### src/rtl/mem_access_if.sv
// Asynchronous RAM handshake bus between the access initiator and data memory.
interface mem_access_if;
    logic [31:0] address;
    logic [31:0] dataOut;
    logic        rw;
    logic        memEnable;
    logic        MOC;
    logic [31:0] memData;

    modport master (output address, dataOut, rw, memEnable, input MOC, memData);
    modport slave  (input address, dataOut, rw, memEnable, output MOC, memData);
endinterface

### src/rtl/mem_access_initiator.sv
// Turns single-cycle CPU load/store requests into memEnable/MOC handshakes on a
// big-endian 32-bit memory; sub-word stores are done as read-modify-write.
module mem_access_initiator #(
    parameter int TIMEOUT = 255
) (
    input  logic         clk,
    input  logic         reset,
    input  logic         req,
    input  logic         req_rw,
    input  logic [1:0]   req_size,
    input  logic         req_signed,
    input  logic [31:0]  req_addr,
    input  logic [31:0]  req_wdata,
    output logic         busy,
    output logic         done,
    output logic         err,
    output logic [31:0]  rdata,
    mem_access_if.master mem
);
    localparam int CW = $clog2(TIMEOUT + 1);

    typedef enum logic [2:0] {IDLE, RD_EN, RD_WAIT, MERGE, WR_EN, WR_WAIT, DONE} state_t;

    state_t        state_q, state_d;
    logic          moc_meta_q, moc_s_q;
    logic          hold_q, hold_d;
    logic [1:0]    flush_q, flush_d;
    logic [CW-1:0] cnt_q, cnt_d;
    logic [1:0]    off_q, off_d;
    logic [1:0]    size_q, size_d;
    logic          signed_q, signed_d;
    logic          rmw_q, rmw_d;
    logic          eflag_q, eflag_d;
    logic [31:0]   wdata_q, wdata_d;
    logic [31:0]   word_q, word_d;
    logic [31:0]   rdata_q, rdata_d;
    logic [31:0]   addr_q, addr_d;
    logic [31:0]   dout_q, dout_d;
    logic          rw_q, rw_d;
    logic          men_q, men_d;
    logic          busy_q, busy_d;
    logic          done_q, done_d;
    logic          err_q, err_d;
    logic          bad_req, timeout;

    // Lane k of a big-endian word sits 8*(3-k) bits above bit 0.
    function automatic logic [31:0] extract(input logic [31:0] w, input logic [1:0] off,
                                            input logic [1:0] sz, input logic sgn);
        logic [31:0] sh;
        logic [31:0] r;
        r = w;
        case (sz)
            2'b00: begin
                sh = w >> {~off, 3'b000};
                r  = {{24{sgn & sh[7]}}, sh[7:0]};
            end
            2'b01: begin
                sh = w >> {~off[1], 4'b0000};
                r  = {{16{sgn & sh[15]}}, sh[15:0]};
            end
            default: r = w;
        endcase
        return r;
    endfunction

    function automatic logic [31:0] merge(input logic [31:0] w, input logic [31:0] d,
                                          input logic [1:0] off, input logic [1:0] sz);
        logic [31:0] m;
        logic [31:0] r;
        r = d;
        case (sz)
            2'b00: begin
                m = 32'h0000_00FF << {~off, 3'b000};
                r = (w & ~m) | (({24'h0, d[7:0]} << {~off, 3'b000}) & m);
            end
            2'b01: begin
                m = 32'h0000_FFFF << {~off[1], 4'b0000};
                r = (w & ~m) | (({16'h0, d[15:0]} << {~off[1], 4'b0000}) & m);
            end
            default: r = d;
        endcase
        return r;
    endfunction

    assign bad_req = (req_size == 2'b11) ||
                     (req_size == 2'b01 && req_addr[0]) ||
                     (req_size == 2'b10 && req_addr[1:0] != 2'b00);
    assign timeout = (cnt_q == CW'(TIMEOUT - 1));

    always_comb begin
        state_d  = state_q;
        off_d    = off_q;
        size_d   = size_q;
        signed_d = signed_q;
        rmw_d    = rmw_q;
        eflag_d  = eflag_q;
        wdata_d  = wdata_q;
        word_d   = word_q;
        rdata_d  = rdata_q;
        addr_d   = addr_q;
        dout_d   = dout_q;
        rw_d     = rw_q;
        // After reset the responder may still be mid-cycle: wait for the
        // synchronizer to refill and then for MOC to read idle.
        flush_d  = (flush_q != 2'd0) ? flush_q - 2'd1 : flush_q;
        hold_d   = hold_q & ~((flush_q == 2'd0) & moc_s_q);

        case (state_q)
            IDLE: if (req && !hold_q && moc_s_q) begin
                off_d    = req_addr[1:0];
                size_d   = req_size;
                signed_d = req_signed;
                wdata_d  = req_wdata;
                eflag_d  = bad_req;
                rmw_d    = 1'b0;
                if (bad_req) begin
                    state_d = DONE;
                end else begin
                    addr_d = {req_addr[31:2], 2'b00};
                    if (!req_rw) begin
                        state_d = RD_EN;
                    end else if (req_size == 2'b10) begin
                        dout_d  = req_wdata;
                        state_d = WR_EN;
                    end else begin
                        rmw_d   = 1'b1;
                        state_d = RD_EN;
                    end
                end
            end
            RD_EN: begin
                if (!moc_s_q) state_d = RD_WAIT;
                else if (timeout) begin eflag_d = 1'b1; state_d = DONE; end
            end
            RD_WAIT: begin
                if (moc_s_q) begin
                    word_d = mem.memData;
                    if (rmw_q) begin
                        state_d = MERGE;
                    end else begin
                        rdata_d = extract(mem.memData, off_q, size_q, signed_q);
                        state_d = DONE;
                    end
                end else if (timeout) begin
                    eflag_d = 1'b1;
                    state_d = DONE;
                end
            end
            MERGE: begin
                dout_d  = merge(word_q, wdata_q, off_q, size_q);
                state_d = WR_EN;
            end
            WR_EN: begin
                if (!moc_s_q) state_d = WR_WAIT;
                else if (timeout) begin eflag_d = 1'b1; state_d = DONE; end
            end
            WR_WAIT: begin
                if (moc_s_q) state_d = DONE;
                else if (timeout) begin eflag_d = 1'b1; state_d = DONE; end
            end
            DONE:    state_d = IDLE;
            default: state_d = IDLE;
        endcase

        if (state_d == RD_EN) rw_d = 1'b0;
        if (state_d == WR_EN) rw_d = 1'b1;
        cnt_d  = (state_d != state_q) ? '0 : cnt_q + CW'(1);
        men_d  = (state_d == RD_EN) || (state_d == WR_EN);
        busy_d = (state_d != IDLE) || hold_d;
        done_d = (state_d == DONE);
        err_d  = (state_d == DONE) && eflag_d;
    end

    always_ff @(posedge clk) begin
        if (reset) begin
            state_q    <= IDLE;
            moc_meta_q <= 1'b1;
            moc_s_q    <= 1'b1;
            hold_q     <= 1'b1;
            flush_q    <= 2'd2;
            cnt_q      <= '0;
            off_q      <= '0;
            size_q     <= '0;
            signed_q   <= 1'b0;
            rmw_q      <= 1'b0;
            eflag_q    <= 1'b0;
            wdata_q    <= '0;
            word_q     <= '0;
            rdata_q    <= '0;
            addr_q     <= '0;
            dout_q     <= '0;
            rw_q       <= 1'b0;
            men_q      <= 1'b0;
            busy_q     <= 1'b0;
            done_q     <= 1'b0;
            err_q      <= 1'b0;
        end else begin
            state_q    <= state_d;
            moc_meta_q <= mem.MOC;
            moc_s_q    <= moc_meta_q;
            hold_q     <= hold_d;
            flush_q    <= flush_d;
            cnt_q      <= cnt_d;
            off_q      <= off_d;
            size_q     <= size_d;
            signed_q   <= signed_d;
            rmw_q      <= rmw_d;
            eflag_q    <= eflag_d;
            wdata_q    <= wdata_d;
            word_q     <= word_d;
            rdata_q    <= rdata_d;
            addr_q     <= addr_d;
            dout_q     <= dout_d;
            rw_q       <= rw_d;
            men_q      <= men_d;
            busy_q     <= busy_d;
            done_q     <= done_d;
            err_q      <= err_d;
        end
    end

    assign busy          = busy_q;
    assign done          = done_q;
    assign err           = err_q;
    assign rdata         = rdata_q;
    assign mem.address   = addr_q;
    assign mem.dataOut   = dout_q;
    assign mem.rw        = rw_q;
    assign mem.memEnable = men_q;
endmodule

### src/flat_wrapper.sv
// flat-port wrapper written by rule: the top's interface ports become plain ports
module mem_access_initiator_flat 
#(
    parameter int TIMEOUT = 255
)
  (clk, reset, req, req_rw, req_size, req_signed, req_addr, req_wdata, busy, done, err, rdata, mem_address, mem_dataOut, mem_rw, mem_memEnable, mem_MOC, mem_memData);
  mem_access_if mem_i ();
  input  logic clk;
  input  logic reset;
  input  logic req;
  input  logic req_rw;
  input  logic [1:0] req_size;
  input  logic req_signed;
  input  logic [31:0] req_addr;
  input  logic [31:0] req_wdata;
  output logic busy;
  output logic done;
  output logic err;
  output logic [31:0] rdata;
  output wire logic [$bits(mem_i.address)-1:0] mem_address;
  output wire logic [$bits(mem_i.dataOut)-1:0] mem_dataOut;
  output wire logic [$bits(mem_i.rw)-1:0] mem_rw;
  output wire logic [$bits(mem_i.memEnable)-1:0] mem_memEnable;
  input wire logic [$bits(mem_i.MOC)-1:0] mem_MOC;
  input wire logic [$bits(mem_i.memData)-1:0] mem_memData;
  assign mem_address = mem_i.address;
  assign mem_dataOut = mem_i.dataOut;
  assign mem_rw = mem_i.rw;
  assign mem_memEnable = mem_i.memEnable;
  assign mem_i.MOC = mem_MOC;
  assign mem_i.memData = mem_memData;
  mem_access_initiator #(.TIMEOUT(TIMEOUT)) u_core (.clk(clk), .reset(reset), .req(req), .req_rw(req_rw), .req_size(req_size), .req_signed(req_signed), .req_addr(req_addr), .req_wdata(req_wdata), .busy(busy), .done(done), .err(err), .rdata(rdata), .mem(mem_i));
endmodule
### config.mk
export PLATFORM = sky130hd
export DESIGN_NAME = mem_access_initiator_flat
export DESIGN_NICKNAME = d
export VERILOG_FILES = /design/src/rtl/mem_access_if.sv /design/src/rtl/mem_access_initiator.sv /design/src/flat_wrapper.sv
export SDC_FILE = /design/constraint.sdc
export NUM_CORES = 1
export LEC_CHECK = 0
export ABC_AREA = 1
export CAP_MARGIN = 20
export CORE_MARGIN = 1.5
export CORE_UTILIZATION = 56
export CTS_BUF_LIST = sky130_fd_sc_hd__clkbuf_8
export DETAILED_ROUTE_END_ITERATION = 10
export HOLD_SLACK_MARGIN = 0.03
export PLACE_DENSITY = 0.89
export SLEW_MARGIN = 15
export SYNTH_ARGS = -nofsm -noshare
export SYNTH_HDL_FRONTEND = slang
export SYNTH_SLANG_ARGS = --single-unit
### constraint.sdc
create_clock -name clk -period 3.9 [get_ports clk]
set_input_delay 0.39 -clock clk [delete_from_list [all_inputs] [get_ports clk]]
set_output_delay 0.39 -clock clk [all_outputs]
set_load 0.05 [all_outputs]
==> metrics.cfg, run 1 <==
[logic_synthesis]
yosysSeqAreaShare_pct = 43.69
async_flop_share_pct = 0
ys_types = 40
netlist_area_sq_um = 8522
synth_mux_area_share_pct = 0
synth_top_family_by_area = compound AO/OA/AOI/OAI gates
synth_ff_type = dfxtp_1
synth_edf_count = 0
synthAdderAreaFrac_pct = 0.4405
ys_seq_elements = 186
syn_inst = 1188
yosys.area_share.simple_pct = 19.20
yosysWarnings = 0
synth_xor_area_share_pct = 0.6166
synth_compound_area_share_pct = 27.07
syn_area_per_cell_sq_um = 7.173

[worst_hold_path]
min_path_type = flop to flop

[cts]
cts-root-buf = clkbuf_8
holdBufCountCts = 0
htreeDepth = 4
cts_resized = 0
postCtsSetupRepairBufs = 0
cts_tree = yes
ctsLongestPathBuffers = 2
cts_buffers = 17
clk_latency_ps = 480
cts.clk_slew.worst_paths_ps = 100
cts_sinks = 186

[global_route]
grt_remaining_overflow = 0
grt_pass1_wl_um = 41680
grt_max_degree = 133
track_usage_pct = 32.73
first_global_vias = 7976
antenna_found_initial = 0

[detailed_routing]
drtIter0Drc = 965
drc = 0
via_count = 8865
wirelength_um = 26210
ant_nets = 0
via_per_inst = 5.756
dr.pass1.iters = 6
wl_per_cell_um = 17.02

[pwr]
p_per_area_nw_per_um2 = 456.1
ir_drop_mv = 0.3134
p_leak_nw = 4.274

[sta]
rsz0062_at_grt = false
fin_crit_sh_pct = 64.68
maxSlewViolCount = 0
finalSetupTns_ps = 0
slew_headroom_pct = 40.03
fmax_ghz = 0.3964
timing.final.setup_violations = 0
worstMarginPinSlew_ps = 898.5
final.setup.worst_slack_ps = 1378
finalCriticalPeriod_ps = 2523
hold_viol = 0
fin_skew_ps = 7.970

[floorplanning]
ios = 205
core_area_sq_um = 14700
die_x_um = 126.4
start_util_pct = 57.98
die_area_sq_um = 15970
rows = 44
die_h_um = 126.4

[critical_path]
crit_arrival_ps = 2870
path_common_cell = inv_2
path_class = flop to flop
endpoint_kind = flop
cp.required_ps = 4250
critPathMaxStageDelay_ps = 700
cp_cell_sequence = nor2_4 -> inv_2 -> o21ai_2 -> nand2_2 -> inv_2 -> o21ai_0 -> a21oi_1
crit_fanout = 45
start_kind = flop
cpMaxStageDelayCell = dfxtp_1

[cells_and_area]
final_common_cell = clkdlybuf4s50_1
diodes = 0
drive_gt1_share_pct = 6.268
fillers = 1167
nNetsFinal = 1450
final_area_sq_um = 10910
final_cell_mix = 202 x clkdlybuf4s50_1, 190 x nor2_1, 187 x o21ai_0
syn_to_final_growth_pct = 28.01

[placed_design]
placed_cell_area_sq_um = 10480
port_buffers = 202
place.gp.congestion = 0.9479
dp_hpwl_um = 18770
place_ws_ps = 1073

[flow_run]
max_cap_violations = 0

[outcome]
status = complete, no violations

## where the power goes
group	total, W	internal [W]	leakage [nW]	switching [W]
logic	0.00142	0.000484	2.57	0.000936
registers	0.00223	0.00209	1.51	0.000138
clock network	0.00133	0.000600	0.195	0.000730
## routing by layer
layer  global-route usage [%]  share of wire [%]
met4                    11.16                2.6
met1                    42.70                 42
met2                    53.20                 46
met5                        0                  0
met3                    8.182                9.8
## logic make-up (layout without fill, tap and decap cells)
| logic type | after synthesis | count (layout) |
|---|---|---|
| AOI/OAI and AO/OA | 422 | 422 |
| and+or+nand+nor | 392 | 392 |
| DFF | 186 | 186 |
| buffers and inverters | 178 | 345 |
| xor gates and xnor gates | 6 | 6 |
| adders and majority gates | 3 | 3 |
| other | 1 | 2 |
## per-stage QoR
step	util (%)	total power, W	hold slack [ps]	cells
after floorplan	-	0.003184	389.5	1189
after global placement	71.29	0.003629	398.1	1507
after detailed placement	71.29	0.003657	396.3	1507
after CTS	74.08	0.004963	418.7	1539
after global routing	74.22	0.005201	464.9	1540
final	74.22	0.004976	416.0	1540
## worst max-delay path, delay by kind of cell, from the launching register on
family          cells  cell delay [ps]
flops               1              700
simple gates        2              410
buf+inv             2              790
compound gates      3              460
## sequential cells by signal, indices dropped and copies added, names as in the netlist, 2 cells and up
register	count
u_core.rdata	32
u_core.cnt_q	8
u_core.mem.address	30
u_core.flush_q	2
u_core.off_q	2
u_core.word_q	32
u_core.size_q	2
u_core.wdata_q	32
u_core.mem.dataOut	32
u_core.state_q	3
## cells in the mapped netlist, drive strengths merged (4+ instances only)
cell type  count  area share, %
o21ai        232             14
nor2         198            9.2
dfxtp        186             44
nand2        146            6.5
a21oi        117            6.9
inv           98            4.3
clkbuf        43            1.9
buf           37            2.7
o211ai        33            2.9
nand3         29            1.9
o21bai        17            1.5
nand4         11           0.98
a221oi         7           0.72
o22ai          7           0.51
or2            4           0.29
xor2           4           0.41
## area by class of cell
| type | count | area, sq um | area share, % |
|---|---|---|---|
| multi-input cells | 825 | 4041 | 37.05 |
| well taps | 184 | 230.2 | 2.110 |
| inverters | 98 | 371.6 | 3.406 |
| clock buffers | 18 | 247.7 | 2.271 |
| repair buffers | 215 | 2132 | 19.54 |
| flip-flops and latches | 186 | 3724 | 34.13 |
| clock inverters | 14 | 162.7 | 1.491 |
## path summary, 6_finish.rpt
check | end | cells past startpoint | slack, ps | startpoint
min | u_core.moc_s_q | 1 | 420 | u_core.moc_meta_q
min reg2reg | u_core.moc_s_q | 1 | 420 | u_core.moc_meta_q
max | u_core.mem.dataOut[14] | 7 | 1380 | u_core.state_q[2]
max reg2reg | u_core.mem.dataOut[14] | 7 | 1380 | u_core.state_q[2]
Power figures use the tool's default switching activity.
==> run 2: changes to the inputs <==
- CORE_UTILIZATION: 56 -> 47
- PLACE_DENSITY: 0.89 -> 0.79
- clock period: 3.9 -> 2.1 ns (I/O delays scaled with it)
==> run 2 against run 1 <==
- maximum frequency is 31% higher
- critical path depth is 2 higher
- clock skew is 7.7 ps higher
- worst hold slack worse by 120 ps
- sequential share of layout area is 0.97 points lower
- wire length is 1.4% higher
- cell area is 3.0% higher
- die area is 19% higher
- global-route usage is 5.0 points lower
- clock-buffer cell count stayed put
- clock power is 91% higher
- largest cell class unchanged
==> metrics.cfg, run 2 (same netlist as run 1, synthesis figures left out) <==
[outcome]
status = complete, no violations

[critical_path]
cp_cell_sequence = nand2_2 -> nor2_4 -> inv_2 -> o21ai_2 -> nand2_2 -> inv_2 -> buf_12 -> o21ai_0 -> a21oi_1
reg2reg_to = u_core.mem.dataOut[17]
crit_fanout = 33  ; -27%
reg2regPathDepth = 9  ; +2
cpMaxStageDelayCell = dfxtp_1
endpoint_kind = flop
path_class = flop to flop
start_kind = flop
critPathMaxStageDelay_ps = 560  ; -140 ps
cp.required_ps = 2490  ; -1760 ps
r2r-start = u_core.state_q[1]
r2r_slack_ps = 180  ; -1200 ps
crit_arrival_ps = 2320  ; -550 ps

[worst_hold_path]
min_to = u_core.moc_meta_q
min_path_type = input port to flop
min_from = mem_MOC
hold_depth = 2  ; +1

[global_route]
grt_pass1_wl_um = 40950  ; -1.8%
first_global_vias = 7738  ; -3.0%
grt_remaining_overflow = 0  ; unchanged
grt_max_degree = 75  ; -44%
track_usage_pct = 27.74  ; -5.0 points
antenna_found_initial = 0  ; unchanged

[sta]
timing.final.setup_violations = 0  ; unchanged
fin_crit_sh_pct = 91.60  ; +27 points
worstMarginPinSlew_ps = 551.7  ; -346.8 ps
finalCriticalPeriod_ps = 1924  ; -598.8 ps
slew_headroom_pct = 63.11  ; +23 points
hold_viol = 0  ; unchanged
maxSlewViolCount = 0  ; unchanged
final.setup.worst_slack_ps = 176.3  ; -1201 ps
fin_skew_ps = 15.67  ; +7.697 ps
hold_slack_ps = 298.8  ; -117.1 ps
rsz0062_at_grt = false
finalSetupTns_ps = 0  ; unchanged
fmax_ghz = 0.5198  ; +31%

[cts]
holdBufCountCts = 0  ; unchanged
ctsLongestPathBuffers = 2  ; unchanged
clk_latency_ps = 470  ; about the same
cts-root-buf = clkbuf_8
htreeDepth = 4  ; unchanged
cts.clk_slew.worst_paths_ps = 100  ; about the same
cts_buffers = 17  ; unchanged
postCtsSetupRepairBufs = 0  ; unchanged
cts_tree = yes
cts_sinks = 186  ; unchanged

[cells_and_area]
final_cell_mix = 202 x clkdlybuf4s50_1, 190 x nor2_1, 187 x o21ai_0
nNetsFinal = 1476  ; +1.8%
fillers = 1567  ; +34%
drive_gt1_share_pct = 8.177  ; +1.9 points
final_common_cell = clkdlybuf4s50_1
instances_no_fill = 1611  ; +4.6%
diodes = 0  ; unchanged
syn_to_final_growth_pct = 31.80

[floorplanning]
die_x_um = 137.7  ; +8.9%
rows = 49  ; +11%
core_area_sq_um = 17840  ; +21%
start_util_pct = 47.77  ; -10 points
die_h_um = 137.7  ; +8.9%
ios = 205  ; unchanged
die_area_sq_um = 18950  ; +19%

[detailed_routing]
ant_nets = 0  ; unchanged
wirelength_um = 26590  ; +1.4%
via_per_inst = 5.426  ; -5.7%
drtIter0Drc = 765  ; -21%
wl_per_cell_um = 16.50  ; -3.0%
via_count = 8742  ; -1.4%
drc = 0  ; unchanged
dr.pass1.iters = 5  ; -1

[pwr]
p_leak_nw = 4.430  ; +3.7%
total_power_w = 0.009409  ; +89%
p_per_area_nw_per_um2 = 837.7  ; +84%
ir_drop_mv = 0.4518  ; +44%

[placed_design]
place_ws_ps = 39.87  ; -1033 ps
port_buffers = 202  ; unchanged
place.gp.congestion = 0.9398  ; -0.85%
dpl.cell_count = 1579  ; +4.8%
dp_hpwl_um = 19720  ; +5.0%

[flow_run]
max_cap_violations = 0  ; unchanged

[run 2: worst max path at each step]
stage                     slack (ps)                      to              start
after floorplan                  640         u_core.cnt_q[0]    u_core.cnt_q[0]
after global placement           190        u_core.rdata[19]    mem_memData[31]
after detailed placement          40  u_core.mem.dataOut[17]        req_addr[0]
after CTS                        110        u_core.rdata[23]    u_core.off_q[1]
after global routing              40  u_core.mem.dataOut[17]  u_core.state_q[1]
final                            180  u_core.mem.dataOut[17]  u_core.state_q[1]
[run 2: per-layer routing]
| metal | wire [um] | vias to the layer above | track usage, % | part of all wire [%] |
|---|---|---|---|---|
| li1 | - | 4336 | - | - |
| met1 | 11630 | 3961 | 37.31 | 44 |
| met2 | 11970 | 418 | 44.47 | 45 |
| met3 | 2549 | 27 | 5.740 | 9.6 |
| met4 | 443 | 0 | 8.772 | 1.7 |
| met5 | 0 | - | 0 | 0 |
[run 2: worst max-delay path: cells and delay by family (launching register included)]
family                 cells  cell delay, ps
AO/OA/AOI/OAI              3             410
buffers and inverters      3             530
flip-flops                 1             560
AND/OR/NAND/NOR            3             320
[run 2: cell type report]
| type | count | area [sq um] | share of cell area [%] |
|---|---|---|---|
| Clock buffer | 18 | 247.7 | 2.206 |
| Clock inverter | 14 | 171.4 | 1.526 |
| Inverter | 98 | 371.6 | 3.308 |
| Multi-Input combinational cell | 825 | 4053 | 36.08 |
| Sequential cell | 186 | 3725 | 33.16 |
| Tap cell | 229 | 286.5 | 2.551 |
| Timing Repair Buffer | 241 | 2377 | 21.17 |
[run 2: power by group]
| part | switching, W | internal (W) | leakage, nW |
|---|---|---|---|
| clock network | 0.00133 | 0.00122 | 0.211 |
| logic | 0.00177 | 0.000977 | 2.71 |
| registers | 0.000246 | 0.00388 | 1.51 |
| total | 0.00334 | 0.00607 | 4.43 |
[run 2: per-stage QoR]
step,util (%),area [sq um]
final,62.96,11230
after detailed placement,60.54,10800
after global routing,62.96,11230
after CTS,62.89,11220
after global placement,60.54,10800
after floorplan,-,8526
[run 2: what timing repair did]
action                                 4_1_cts  5_1_grt
resized for setup                            0        3
setup endpoints to repair                    0       22
endpoints found under the hold margin        0        0
==> run 3: changes to the inputs <==
- CTS_CLUSTER_SIZE: not set -> 20
==> results of run 3 <==
Same layout as run 2: the final DEF is identical, and so are final timing and power.
